[config.mk]
export PLATFORM = sky130hd
export DESIGN_NAME = fcb_uart_rx
export DESIGN_NICKNAME = d
export VERILOG_FILES = /design/src/rtl/fcb_uart_rx.sv
export SDC_FILE = /design/constraint.sdc
export NUM_CORES = 1
export LEC_CHECK = 0
export BUFFER_PORTS_ARGS = -buffer_cell sky130_fd_sc_hd__buf_4
export CORE_MARGIN = 5
export CORE_UTILIZATION = 40
export DETAILED_ROUTE_END_ITERATION = 8
export HOLD_SLACK_MARGIN = 0.05
export PLACE_DENSITY = 0.64
export SYNTH_ARGS = -nofsm -noshare
export SYNTH_HDL_FRONTEND = slang
export SYNTH_SLANG_ARGS = --single-unit
[constraint.sdc]
create_clock -name Bus_Clk_i -period 3.05 [get_ports Bus_Clk_i]
set_input_delay 0.1525 -clock Bus_Clk_i [delete_from_list [all_inputs] [get_ports Bus_Clk_i]]
set_output_delay 0.1525 -clock Bus_Clk_i [all_outputs]
set_load 0.01 [all_outputs]
[src/rtl/fcb_uart_rx.sv]
// UART receiver: 2-flop line synchronizer, start/data/stop FSM driven by an external
// mid-bit baud strobe, a single-entry holding register and sticky error flags.
module fcb_uart_rx #(
  parameter int unsigned DATA_BITS = 8
) (
  input  logic                 Bus_Clk_i,
  input  logic                 RST_i,
  input  logic                 Rx_i,
  input  logic                 Baud_rate_re_i,
  output logic                 Clear_br_cnt_o,
  output logic [DATA_BITS-1:0] Rx_Data_o,
  output logic                 Rx_Valid_o,
  input  logic                 Rx_Ack_i,
  output logic                 Frame_Err_o,
  output logic                 Overrun_o,
  input  logic                 Err_Clr_i,
  output logic                 Rx_Busy_o
);

  typedef enum logic [1:0] {StIdle, StStart, StData, StStop} state_e;

  localparam logic [2:0] LastIdx = 3'(DATA_BITS - 1);

  state_e               state_q, state_d;
  logic                 rx_meta_q, rx_s_q, rx_prev_q;
  logic                 fall;
  logic [2:0]           bit_idx_q, bit_idx_d;
  logic [DATA_BITS-1:0] shift_q, shift_d;
  logic [DATA_BITS-1:0] data_q, data_d;
  logic                 valid_q, valid_d;
  logic                 frame_err_q, frame_err_d;
  logic                 overrun_q, overrun_d;
  logic                 stop_evt, can_load;

  // rx_prev_q tracks the synchronized line one cycle back for edge detection.
  always_ff @(posedge Bus_Clk_i or posedge RST_i) begin
    if (RST_i) begin
      rx_meta_q <= 1'b1;
      rx_s_q    <= 1'b1;
      rx_prev_q <= 1'b1;
    end else begin
      rx_meta_q <= Rx_i;
      rx_s_q    <= rx_meta_q;
      rx_prev_q <= rx_s_q;
    end
  end

  assign fall = rx_prev_q & ~rx_s_q;

  always_ff @(posedge Bus_Clk_i or posedge RST_i) begin
    if (RST_i) begin
      state_q     <= StIdle;
      bit_idx_q   <= 3'd0;
      shift_q     <= '0;
      data_q      <= '0;
      valid_q     <= 1'b0;
      frame_err_q <= 1'b0;
      overrun_q   <= 1'b0;
    end else begin
      state_q     <= state_d;
      bit_idx_q   <= bit_idx_d;
      shift_q     <= shift_d;
      data_q      <= data_d;
      valid_q     <= valid_d;
      frame_err_q <= frame_err_d;
      overrun_q   <= overrun_d;
    end
  end

  always_comb begin
    state_d   = state_q;
    bit_idx_d = bit_idx_q;
    shift_d   = shift_q;
    unique case (state_q)
      StIdle: begin
        if (fall) state_d = StStart;
      end
      StStart: begin
        if (Baud_rate_re_i) begin
          if (!rx_s_q) begin
            state_d   = StData;
            bit_idx_d = 3'd0;
          end else begin
            state_d = StIdle;
          end
        end
      end
      StData: begin
        if (Baud_rate_re_i) begin
          shift_d = {rx_s_q, shift_q[DATA_BITS-1:1]};
          if (bit_idx_q == LastIdx) begin
            state_d = StStop;
          end else begin
            bit_idx_d = bit_idx_q + 3'd1;
          end
        end
      end
      StStop: begin
        if (Baud_rate_re_i) state_d = StIdle;
      end
      default: state_d = StIdle;
    endcase
  end

  // An ack in the stop-strobe cycle frees the holding register for the new byte.
  always_comb begin
    stop_evt = (state_q == StStop) & Baud_rate_re_i;
    can_load = ~valid_q | Rx_Ack_i;
    data_d   = data_q;
    valid_d  = valid_q;
    if (stop_evt && can_load) begin
      data_d  = shift_q;
      valid_d = 1'b1;
    end else if (Rx_Ack_i) begin
      valid_d = 1'b0;
    end
    frame_err_d = (frame_err_q & ~Err_Clr_i) | (stop_evt & ~rx_s_q);
    overrun_d   = (overrun_q & ~Err_Clr_i) | (stop_evt & ~can_load);
  end

  always_comb begin
    Clear_br_cnt_o = (state_q == StIdle) & fall;
    Rx_Busy_o      = (state_q != StIdle);
    Rx_Data_o      = data_q;
    Rx_Valid_o     = valid_q;
    Frame_Err_o    = frame_err_q;
    Overrun_o      = overrun_q;
  end

endmodule

==> impl_metrics.tcl <==
set metrics [dict create \
    status "finished clean" \
    drc 0 \
    place_ws_ps 1490 \
    avgRoutedWirePerCell_microns 13.6 \
    post-route-util 0.509 \
    design.die.area_sq_mm 0.00381 \
    cts_setup_buffers 0 \
    syn_area_per_cell_sq_um 15.3 \
    switching_share 0.309 \
    fmax_ghz 0.611 \
    drv_cap 0 \
    grt_pass1_wl_mm 2.70 \
    post-dp-hpwl_mm 1.17 \
    tightest_slew_ps 989 \
    die-width_microns 61.7 \
    slowest_stage "dfrtp_1" \
    antenna_cells 0 \
    crit_family "simple AND/OR/NAND/NOR gates" \
    netlist_area_sq_mm 0.00107 \
    grt_overflow 0 \
    synth_top_cell_area_share 0.561 \
    fin_hold_ws_ps 21.5 \
    wl_mm 1.67 \
    synth_seq_area_share 0.634 \
    layout-drive-gt1-share 0.516 \
    port_buffers 18 \
    ctsHtreeMaxLevel 1 \
    crit_chain "or2_2 > nor3b_1 > buf_4" \
    clk_latency_ps 340 \
    die_y_microns 61.7 \
    via_per_inst 4.93 \
    p_comb_frac 0.314 \
    peakVddDrop_uv 452 \
    start_util 0.425 \
    synth_fp_nets 78 \
    drt_iter0_drc 16 \
    cts_tree "built" \
    firstDrtPassIters 4 \
    power_density_mw_per_mm2 819 \
    vias 606 \
    async_flop_share 1.00 \
    sequentialPowerShare 0.532 \
    synth_area_leaders "dfrtp_1 (56%), mux2_2 (18%), dfstp_2 (7.4%)" \
    critPathBufInv 1 \
    rr_startpoint "bit_idx_q[0]$_DFFE_PP0P_" \
    io_pins 19 \
    grt_max_degree 28 \
    fillCellCount 234 \
    path_class "flop to primary output" \
    required_ps 2900 \
    rsz0062_at_grt "no" \
    internal_power_uw 727 \
    p_sw_uw 325 \
    ys_top_cells_by_count "dfrtp_1 (24), mux2_2 (17), dfstp_2 (3), inv_1 (3)" \
    clkPwrFrac 0.155 \
    cts-root-buf "clkbuf_4" \
    path_max_fanout 8 \
    worst_setup_path_end_kind "primary output" \
    leakage_uw 0.000636 \
    grt_pass1_vias 616 \
    fin_cells 123 \
    cp.arrival_ps 1480 \
    min_period_ps 1640 \
    placed_cells 116 \
    critPathLaunchType "flop" \
    synth_seq_cells 27 \
    hold_viol_final 0 \
    nets 102 \
    area_growth_pct 20.0 \
    cts.sinks 27 \
    maxSlewViolCount 0 \
    gr-usage-all-layers 0.0990 \
    worst_slack_ps 1410 \
    netlist_instances 70 \
    ant_nets 0 \
    synth_top_area_cell "dfrtp_1" \
    numCtsBuffers 3 \
    yosys_most_used_dff "dfrtp_1" \
    coreArea_sq_mm 0.00252 \
    clockBufferDepth 2 \
    synth_warnings 0 \
    fin_crit_sh 0.537 \
    skew_ps 20.1 \
    setup_tns_ps 0 \
    hp-class "input port to asynchronous set/reset pin" \
    rows 18 \
    clk_pin_slew_ps 160 \
    yosysMostFrequentCell "dfrtp_1" \
    antenna_found_initial 0 \
    setup_viol 0 \
    timing.slew.headroom 0.340 \
    ff2ff_path_depth 5 \
    critical-path-max-stage-delay_ps 480 \
    path_depth 3 \
    place_congestion 0.664 \
    synth_cell_types 21 \
    synth_edf_count 0 \
]
## layer usage
metal / wire (microns) / up-vias / GRT usage
li1: - / 296 / -
met1: 797 / 294 / 0.134
met2: 758 / 14 / 0.145
met3: 86 / 2 / 0.0248
met4: 30 / 0 / 0.0545
met5: 0 / - / 0
## flip-flops by register name (all words and copies together), names as in the netlist, named ones only
register	count
Rx_Valid_o	1
bit_idx_q	3
state_q	1
Overrun_o	1
rx_meta_q	1
rx_s_q	1
shift_q	8
Frame_Err_o	1
rx_prev_q	1
Rx_Data_o	8
## worst paths after layout
path	slack [ps]	end
worst max-delay path	1410	Clear_br_cnt_o
worst min-delay path	20	Rx_Data_o[5]$_DFFE_PP0P_
worst max register to register	1480	bit_idx_q[0]$_DFFE_PP0P_
worst min register to register	370	rx_s_q$_DFF_PP1_
max in group asynchronous	2410	bit_idx_q[0]$_DFFE_PP0P_
min in group Bus_Clk_i	80	Rx_Valid_o$_DFFE_PP0P_
## power groups by stage
stage	Clock, uW	Sequential (uW)	Combinational, uW
2_1_floorplan	0	558	218
3_3_place_gp	0	567	325
3_5_place_dp	0	569	335
4_1_cts	169	561	339
5_1_grt	181	581	364
6_report	163	559	330
## final cells by class
| type | instances | area (sq um) | share of cell area |
|---|---|---|---|
| multi-input cells | 38 | 362 | 0.281 |
| clock inverters | 1 | 7.51 | 0.00584 |
| clock buffers | 3 | 22.5 | 0.0175 |
| inverters | 3 | 11.3 | 0.00876 |
| flip-flops and latches | 27 | 679 | 0.529 |
| repair buffers | 21 | 165 | 0.129 |
| well taps | 30 | 37.5 | 0.0292 |
## logic make-up after synthesis
kind of cell               after synthesis  share of synthesized area
AOI/OAI and AO/OA                        7                     0.0479
adders and majority gates                2                     0.0234
buffers and inverters                    5                     0.0280
DFF                                     27                      0.634
muxes                                   17                      0.179
and+or+nand+nor                         12                     0.0876
## cell usage in the layout (no fill, tap or decap)
cell | synthesis | final
nand3_2 | 1 | 1
ha_1 | 2 | 2
nor2_1 | 1 | 1
nor3b_1 | 2 | 2
dfstp_2 | 3 | 3
a311oi_1 | 1 | 1
inv_1 | 3 | 3
mux2_2 | 17 | 17
nor2b_2 | 1 | 1
buf_4 | 1 | 18
o22ai_1 | 2 | 2
or2_2 | 1 | 1
dlygate4sd3_1 | 0 | 3
clkbuf_4 | 0 | 3
a22o_1 | 2 | 2
nand3b_2 | 1 | 1
nand2b_1 | 1 | 1
clkinvlp_4 | 0 | 1
nand2_1 | 2 | 2
a21o_1 | 1 | 1
dfrtp_1 | 24 | 24
and4bb_2 | 2 | 2
a21oi_1 | 1 | 1
## through the flow
stage          area [sq um]  power [uW]
3_3_place_gp           1220         891
4_1_cts                1280        1070
2_1_floorplan          1070         776
5_1_grt                1280        1130
3_5_place_dp           1220         904
6_report               1280        1050
## timing repair
| item | CTS | global route |
|---|---|---|
| resized for setup | 0 | 0 |
| hold endpoints to repair | 4 | 0 |
| hold buffers | 3 | 0 |
No activity file was read; power rests on OpenSTA's default activity.
